==> src/rtl/disp_sched_pkg.sv <==
// Shared types and helpers for the display message scheduler.
//   state_t     : scheduler FSM states
//   FRAME_BLANK : all segments off (segments are active-low)
//   DIGIT_W     : bits per seven-segment digit in a 64-bit frame
//   rotl_digit  : rotate a frame left by one digit (digit 2 becomes digit 1)
package disp_sched_pkg;

  typedef enum logic [1:0] {
    ST_IDLE = 2'd0,
    ST_HOLD = 2'd1,
    ST_DONE = 2'd2
  } state_t;

  localparam logic [63:0] FRAME_BLANK = 64'hFFFF_FFFF_FFFF_FFFF;
  localparam int          DIGIT_W     = 8;

  function automatic logic [63:0] rotl_digit(input logic [63:0] f);
    return {f[63-DIGIT_W:0], f[63:64-DIGIT_W]};
  endfunction

endpackage

==> src/rtl/sec_tick_gen.sv <==
// One-second tick prescaler.
//   clk, rst_n : clock, asynchronous active-low reset
//   clr        : synchronous restart of the count at 0
//   tick       : high for the one cycle where the count sits at TICK_DIV-1
module sec_tick_gen #(
  parameter int TICK_DIV = 100000000
) (
  input  logic clk,
  input  logic rst_n,
  input  logic clr,
  output logic tick
);

  localparam int            CW   = (TICK_DIV > 1) ? $clog2(TICK_DIV) : 1;
  localparam logic [CW-1:0] LAST = CW'(TICK_DIV - 1);

  logic [CW-1:0] r_cnt;

  always_ff @(posedge clk or negedge rst_n) begin
    if (!rst_n)                      r_cnt <= '0;
    else if (clr || (r_cnt == LAST)) r_cnt <= '0;
    else                             r_cnt <= r_cnt + 1'b1;
  end

  assign tick = (r_cnt == LAST);

endmodule

==> src/rtl/disp_msg_scheduler.sv <==
// Arbitrates the 8-digit display between notice requesters and the base frame.
// The lowest-index requester wins from IDLE, its frame is snapshotted and held
// for HOLD_SEC ticks (optionally scrolling one digit per tick), then a one-cycle
// done pulse is given. Also pulses timeout after TIMEOUT_SEC quiet idle ticks.
//   req/frame_req/scroll_req : per-requester level request, frame, scroll enable
//   frame_base               : frame shown while nobody holds the display
//   activity                 : key/coin event, restarts the inactivity count
//   grant/busy/done          : one-hot owner, hold active, end-of-hold pulse
//   frame_out                : registered active-low frame to the scan driver
//   timeout/tick             : inactivity pulse, 1 s pulse
module disp_msg_scheduler
  import disp_sched_pkg::*;
#(
  parameter int N_REQ       = 4,
  parameter int TICK_DIV    = 100000000,
  parameter int HOLD_SEC    = 2,
  parameter int TIMEOUT_SEC = 30
) (
  input  logic                 clk,
  input  logic                 rst_n,
  input  logic [N_REQ-1:0]     req,
  input  logic [64*N_REQ-1:0]  frame_req,
  input  logic [N_REQ-1:0]     scroll_req,
  input  logic [63:0]          frame_base,
  input  logic                 activity,
  output logic [N_REQ-1:0]     grant,
  output logic                 busy,
  output logic [N_REQ-1:0]     done,
  output logic [63:0]          frame_out,
  output logic                 timeout,
  output logic                 tick
);

  localparam int IDX_W = (N_REQ > 1) ? $clog2(N_REQ) : 1;
  localparam int HC_W  = $clog2(HOLD_SEC + 1);
  localparam int IC_W  = $clog2(TIMEOUT_SEC + 1);
  // Hold ends on the tick that would take the count from HOLD_SEC-1 to HOLD_SEC.
  localparam logic [HC_W-1:0] HOLD_LAST = HC_W'(HOLD_SEC - 1);
  localparam logic [IC_W-1:0] IDLE_TERM = IC_W'(TIMEOUT_SEC);

  state_t            r_state, w_next;
  logic [IDX_W-1:0]  r_owner;
  logic [HC_W-1:0]   r_hold_cnt;
  logic [IC_W-1:0]   r_idle_cnt;
  logic              r_scroll;
  logic [63:0]       r_frame;

  logic [IDX_W-1:0]  w_win_idx;
  logic [63:0]       w_win_frame;
  logic              w_win_scroll;
  logic              w_any_req;
  logic              w_owner_req;
  logic              w_start;
  logic              w_tick;
  logic [N_REQ-1:0]  w_owner_oh;

  // Fixed-priority pick: scanning downward lets the lowest set index win.
  always_comb begin
    w_win_idx    = '0;
    w_win_frame  = frame_req[63:0];
    w_win_scroll = scroll_req[0];
    for (int i = N_REQ - 1; i >= 0; i--) begin
      if (req[i]) begin
        w_win_idx    = IDX_W'(i);
        w_win_frame  = frame_req[64*i +: 64];
        w_win_scroll = scroll_req[i];
      end
    end
  end

  assign w_any_req   = |req;
  assign w_owner_req = req[r_owner];
  assign w_owner_oh  = N_REQ'(1) << r_owner;
  assign w_start     = (r_state == ST_IDLE) && w_any_req;

  // Prescaler restarts on grant so every hold lasts exactly HOLD_SEC*TICK_DIV cycles.
  sec_tick_gen #(.TICK_DIV(TICK_DIV)) u_tick (
    .clk   (clk),
    .rst_n (rst_n),
    .clr   (w_start),
    .tick  (w_tick)
  );

  assign tick = w_tick;

  always_ff @(posedge clk or negedge rst_n) begin
    if (!rst_n) r_state <= ST_IDLE;
    else        r_state <= w_next;
  end

  always_comb begin
    w_next = r_state;
    grant  = '0;
    busy   = 1'b0;
    done   = '0;
    unique case (r_state)
      ST_IDLE: begin
        if (w_any_req) w_next = ST_HOLD;
      end
      ST_HOLD: begin
        grant = w_owner_oh;
        busy  = 1'b1;
        // Withdrawal beats a coinciding terminal tick: no done for an abandoned hold.
        if (!w_owner_req)                           w_next = ST_IDLE;
        else if (w_tick && (r_hold_cnt == HOLD_LAST)) w_next = ST_DONE;
      end
      ST_DONE: begin
        grant  = w_owner_oh;
        done   = w_owner_oh;
        w_next = ST_IDLE;
      end
      default: w_next = ST_IDLE;
    endcase
  end

  always_ff @(posedge clk or negedge rst_n) begin
    if (!rst_n) begin
      r_owner    <= '0;
      r_hold_cnt <= '0;
      r_scroll   <= 1'b0;
      r_frame    <= FRAME_BLANK;
    end else begin
      unique case (r_state)
        ST_IDLE: begin
          if (w_any_req) begin
            r_owner    <= w_win_idx;
            r_hold_cnt <= '0;
            r_scroll   <= w_win_scroll;
            r_frame    <= w_win_frame;
          end else begin
            r_frame    <= frame_base;
          end
        end
        ST_HOLD: begin
          if (w_owner_req && w_tick) begin
            r_hold_cnt <= r_hold_cnt + 1'b1;
            if (r_scroll) r_frame <= rotl_digit(r_frame);
          end
        end
        default: ;
      endcase
    end
  end

  assign frame_out = r_frame;

  // Inactivity counter: the terminal value is shown for one cycle as the
  // timeout pulse, then wraps. Activity on the terminal tick clears it first.
  always_ff @(posedge clk or negedge rst_n) begin
    if (!rst_n) begin
      r_idle_cnt <= '0;
    end else if ((r_idle_cnt == IDLE_TERM) || (r_state != ST_IDLE) || w_any_req || activity) begin
      r_idle_cnt <= '0;
    end else if (w_tick) begin
      r_idle_cnt <= r_idle_cnt + 1'b1;
    end
  end

  assign timeout = (r_idle_cnt == IDLE_TERM);

endmodule

==> config.mk <==
export PLATFORM = sky130hd
export DESIGN_NAME = disp_msg_scheduler
export DESIGN_NICKNAME = d
export VERILOG_FILES = /design/src/rtl/disp_sched_pkg.sv /design/src/rtl/sec_tick_gen.sv /design/src/rtl/disp_msg_scheduler.sv
export SDC_FILE = /design/constraint.sdc
export NUM_CORES = 1
export LEC_CHECK = 0
export BUFFER_PORTS_ARGS = -buffer_cell sky130_fd_sc_hd__buf_2
export CORE_AREA = 2 2 156 158
export CTS_CLUSTER_DIAMETER = 120
export DETAILED_ROUTE_END_ITERATION = 10
export DIE_AREA = 0 0 158 160
export MAX_ROUTING_LAYER = met4
export PLACE_DENSITY = 0.73
export SLEW_MARGIN = 20
export SYNTH_ARGS = -nofsm -noshare
export SYNTH_HDL_FRONTEND = slang
export SYNTH_SLANG_ARGS = --single-unit
==> constraint.sdc <==
create_clock -name clk -period 2.3 [get_ports clk]
set_input_delay 0.115 -clock clk [delete_from_list [all_inputs] [get_ports clk]]
set_output_delay 0.115 -clock clk [all_outputs]
set_load 0.02 [all_outputs]
# == Word level (Yosys, flattened, before mapping) ==
# Index checks and enable logic that the tools add are counted.
# word_totals
mem_bits_rw,0
register_bits,103
latchBits,0
n_memories,0
word_cells,69
rom_bits,0
# op_classes
mux,31
div,0
reduce_logical,17
shifts,1
n_bitwise,0
multipliers,0
order_cmp,1
addsub,3
eq_ne,9
# ops
cell,count
two-way mux 64 bit,7
case mux 64 bit (2 select lines),1
"adder 27 x 1 -> 27 bit, second input constant",1
"equality test 27 bit, second input constant",1
two-way mux 27 bit,1
two-way mux 2 bit,9
two-way mux 5 bit,2
two-way mux 4 bit,2
case mux 2 bit (2 select lines),2
two-way mux 1 bit,6
"!= test 2 bit, second input constant",3
AND reduction 3 bit,2
nonzero test 2 bit,3
"adder 5 x 1 -> 5 bit, second input constant",1
"equality test 5 bit, second input constant",1
"equality test 2 x 1 -> 1 bit, second input constant",2
logical OR 1 bit,4
AND reduction 2 bit,2
OR reduction 4 bit,1
"left shift 1 x 2 -> 4 bit, first input constant",1
logical AND 1 bit,3
"less-than comparator 2 x 3 -> 1 bit, second input constant",1
"!= test 3 bit, second input constant",1
"adder 2 x 1 -> 2 bit, second input constant",1
other kinds (4),4

# == Logic depth before layout (Yosys ltp) ==
# depth
word_depth,6
depth_mapped,9

# == By module ==
# A second synthesis with hierarchy kept.
# hier_totals
hier_cells,757
area_unflattened_um2,7098.1
# by_module_without_submodules
mod,cells_each,area_each_um2,seq_area_each_um2,instances
disp_msg_scheduler,608,5601.6,1981.9,1
sec_tick_gen,149,1496.4,675.6,1

# == Worst setup path before layout ==
# No wires, ideal clock.
# synth_path
path_kind,flip-flop to flip-flop
start,reg u_tick.r_cnt[11]
end,reg u_tick.r_cnt[24]
t_arrival_ps,2102
setup_slack_ps,79
path_buffers,3
setup_time_ps,119
path_stages_with_launch,9
t_required_ps,2181
path_cell_list,dfrtp_1 or4_4 nor4_4 and2_1 buf_4 nand2b_1 buf_2 buf_4 nor2_1
# synth_via
elab_chain_len,3
elab_cells_between_ends,4
classes_between,add/sub (1); eq/ne (1); mux (1); reduce/logical (1)
# synth_lines
item,line,source
start: declaration,sec_tick_gen.sv:17,logic [CW-1:0] r_cnt;
start signal: assignment,sec_tick_gen.sv:22,else r_cnt <= r_cnt + 1'b1;
equality test 27 bit,--,
net tick,disp_msg_scheduler.sv:31,output logic tick
logical OR 1 bit,sec_tick_gen.sv:21,else if (clr || (r_cnt == LAST)) r_cnt <= '0;
two-way mux 27 bit,sec_tick_gen.sv:21,
# The timed path passes the listed nets, and every way through them passes these cells.
# A chain may end at the register's enable or synchronous reset.

# == Worst setup path after layout ==
# layout_path
start,reg u_tick.r_cnt[11]
end,out tick
# layout_via
elab_chain_len,1
# layout_lines
item,line,source
equality test 27 bit,sec_tick_gen.sv:25,assign tick = (r_cnt == LAST);
end: declaration,disp_msg_scheduler.sv:31,
# Every way passes these cells.

==> flow_summary.ini <==
[finish]
synthToLayoutAreaGrowth_pct = 41.9
mostFrequentLayoutCell = buf_2
multi_input_area_um2 = 4090
nets = 1600
layout-drive-gt1-share_pct = 43.2
seq_area_um2 = 2660
final_area_um2 = 10100
num-fill-cells = 2451
mostFrequentLayoutCells = buf_2 (402), nor2_1 (106), o21ai_0 (71), nor4_1 (68), a21oi_1 (68)

[synth]
syn_avg_cell_area_um2 = 8.04
synthAdderAreaFrac_pct = 1.41
synth.distinct_cells = 46
yosys.area_share.simple_pct = 23.5
netlist_area_um2 = 7100
synth_mux_area_share_pct = 1.06
ys_warn_count = 0
yosys.area_share.xor_xnor_pct = 3.46
synth.yosys.seq_area_share_pct = 37.5
syn_nets = 1222
synth_top_family_by_area = compound AO/OA/AOI/OAI gates
synth_compound_area_share_pct = 27.3
synth_seq_cells = 103
synthCells = 883
synth_edf_count = 0
ys_async_sr_fraction_pct = 100
synth_flop_cell = dfstp_2

[outcome]
status = finished, final reports clean

[grt]
antenna_found_initial = 3
grt_pass1_vias = 8050
overflow = 0
grt_max_degree = 65
grt_pass1_wl_um = 44200
grtUsageTotal_pct = 23.4

[critical_path]
critPathKind = flip-flop to primary output
r2r-start = u_tick.r_cnt[11]$_DFF_PN0_
cp-end-kind = primary output
cp-start-kind = flip-flop
regToRegEndpoint = frame_out[62]$_DFFE_PN1P_
arrival_ns = 2.12
worstPathMaxFanout = 6
r2r_cells = 7
ff2ff_setup_slack_ns = 0.08
crit_required_ns = 2.18

[detailed_routing]
vias_per_cell = 5.33
drt-wirelength-per-cell_um = 19.1
via_count = 8490
drt_iter0_drc = 799
drtPass1Iterations = 5
drcViolationCount = 0
ant_nets = 0
wl_um = 30400

[hold_path]
hp-start = req[0]
holdPathStages = 2
hp-class = input pin to flip-flop
holdPathEnd = r_scroll$_DFFE_PN0P_

[placed_design]
placed_area_um2 = 9640
io_buffer_count = 405
gp_congestion = 0.887
place_hpwl_um = 23100

[floorplan]
rows = 57
dieHeight_um = 160
initial_core_util_pct = 29.8
fp.dieW_um = 158
core_um2 = 23800
die-area_um2 = 25300
num_io_pins = 406

[power]
p_leak_nw = 4.42
peakVddDrop_v = 0.000462
cellPowerDensity_nw_per_um2 = 1030

[sta]
period_needed_ns = 2.23
worstMarginPinSlew_ns = 0.627
slew_viol_final = 0
timing.final.crit_share_pct = 97.1
timing.fmax_mhz = 448
fin_tns_setup_ns = 0
setup_viol = 0
grt_setup_unrepaired = false
holdWs_ns = 0.100
relSlewSlack_pct = 57.8
hold_viol_final = 0
fin_skew_ns = 0.0117

[clocking]
clock-sinks = 103
cts_buffers = 9
cts_max_level = 3
clk_pin_slew_ns = 0.08
cts_tree = yes
clock_latency_ns = 0.36
clk_path_buf_depth = 2
clk_root_buffer_cell = clkbuf_16

[flow_run]
drv_cap = 0
-- worst max path at each step --
stage / start / endpoint / slack, ns
finish: u_tick.r_cnt[11]$_DFF_PN0_ / tick / 0.07
global route: u_tick.r_cnt[11]$_DFF_PN0_ / frame_out[22]$_DFFE_PN1P_ / 0.002
global placement: u_tick.r_cnt[11]$_DFF_PN0_ / frame_out[22]$_DFFE_PN1P_ / 0.10
detailed placement: u_tick.r_cnt[11]$_DFF_PN0_ / frame_out[62]$_DFFE_PN1P_ / 0.10
floorplan: u_tick.r_cnt[11]$_DFF_PN0_ / u_tick.r_cnt[24]$_DFF_PN0_ / 0.08
CTS: u_tick.r_cnt[19]$_DFF_PN0_ / frame_out[10]$_DFFE_PN1P_ / 0.003
-- worst max-delay path, cell delays in order, from the launching register on --
cell	delay [ns]
dfrtp_1	0.38
or4_4	0.54
nor4_4	0.28
buf_4	0.17
and2_4	0.14
buf_6	0.12
buf_6	0.12
-- area by class of cell --
cell class | count | share of cell area, %
timing repair buffer | 451 | 25.1
sequential | 103 | 26.4
antenna | 3 | 0.0746
clock inverter | 7 | 1.18
tap | 324 | 4.03
clock buffer | 9 | 2.24
multi-input combinational | 687 | 40.6
inverter | 9 | 0.336
-- layer usage --
metal  wire, um  share of wire [%]  up-vias  global-route usage [%]
met5          0                  0        -                       -
met4        713                2.3        0                    7.66
met3       2200                7.2       56                    4.07
met2      14300                 47      413                    37.4
met1      13200                 43     3990                    30.1
li1           -                  -     4031                       -
-- registers in the layout, indices dropped and copies added, names as in the netlist --
name / count
r_scroll: 1
frame_out: 64
u_tick.r_cnt: 27
r_hold_cnt: 2
r_owner: 2
r_idle_cnt: 5
r_state: 2
-- per-stage QoR --
| stage | util [%] | std cells | setup WS [ns] | total power [mW] |
|---|---|---|---|---|
| after floorplan | - | 883 | 0.0792 | 6.43 |
| after global placement | 40.5 | 1568 | 0.103 | 8.50 |
| after detailed placement | 40.5 | 1568 | 0.101 | 8.61 |
| after CTS | 42.1 | 1587 | 0.00264 | 10.4 |
| after global routing | 42.3 | 1593 | 0.00180 | 11.1 |
| final | 42.3 | 1593 | 0.0668 | 10.4 |
-- timing repair --
item                                    in CTS  in global routing
pin swaps                                    1                  2
endpoints found under the setup margin       1                 66
gates resized for setup                      5                  3
hold buffers                                 1                  0
buffers inserted                             2                  3
hold endpoints to repair                    23                  0
-- logic make-up (layout without fill, tap and decap cells) --
logic type	after synthesis	count (layout)
compound gates	335	335
simple gates	310	310
flops	103	103
buf+inv	93	476
xor+xnor	28	28
fa+ha+maj	8	8
mux	6	6
other cells	0	3
-- Yosys cell counts (3+ instances only) --
library cell  instances  share of area (%)
and3_1                7               0.62
nand2_1              13               0.69
o21ai_1              60                4.2
dfstp_2              64                 24
ha_1                  8                1.4
buf_1                 9               0.48
nand2b_1              5               0.44
clkbuf_1             64                3.4
dfrtp_1              39                 14
mux2i_1               3               0.42
xnor2_1              12                1.5
xor2_1               16                2.0
a211oi_1             64                6.8
nand3_1              15                1.1
nor4_1               68                6.0
buf_4                 3               0.32
a21oi_1              68                4.8
nor2_1              106                5.6
o22ai_1              66                5.8
buf_6                 7                1.1
and3b_1               3               0.37
nor2b_1              66                5.8
inv_1                 8               0.42
nand4_1               9               0.79
o21ai_0              71                5.0
and2_1                4               0.35
-- power breakdown --
part           internal [mW]  total, mW  switching [mW]
combinational           1.88       5.11            3.23
sequential              2.81       3.48           0.669
clock                   1.07       1.80           0.736
total                   5.75       10.4            4.63
Power figures use the tool's default switching activity.
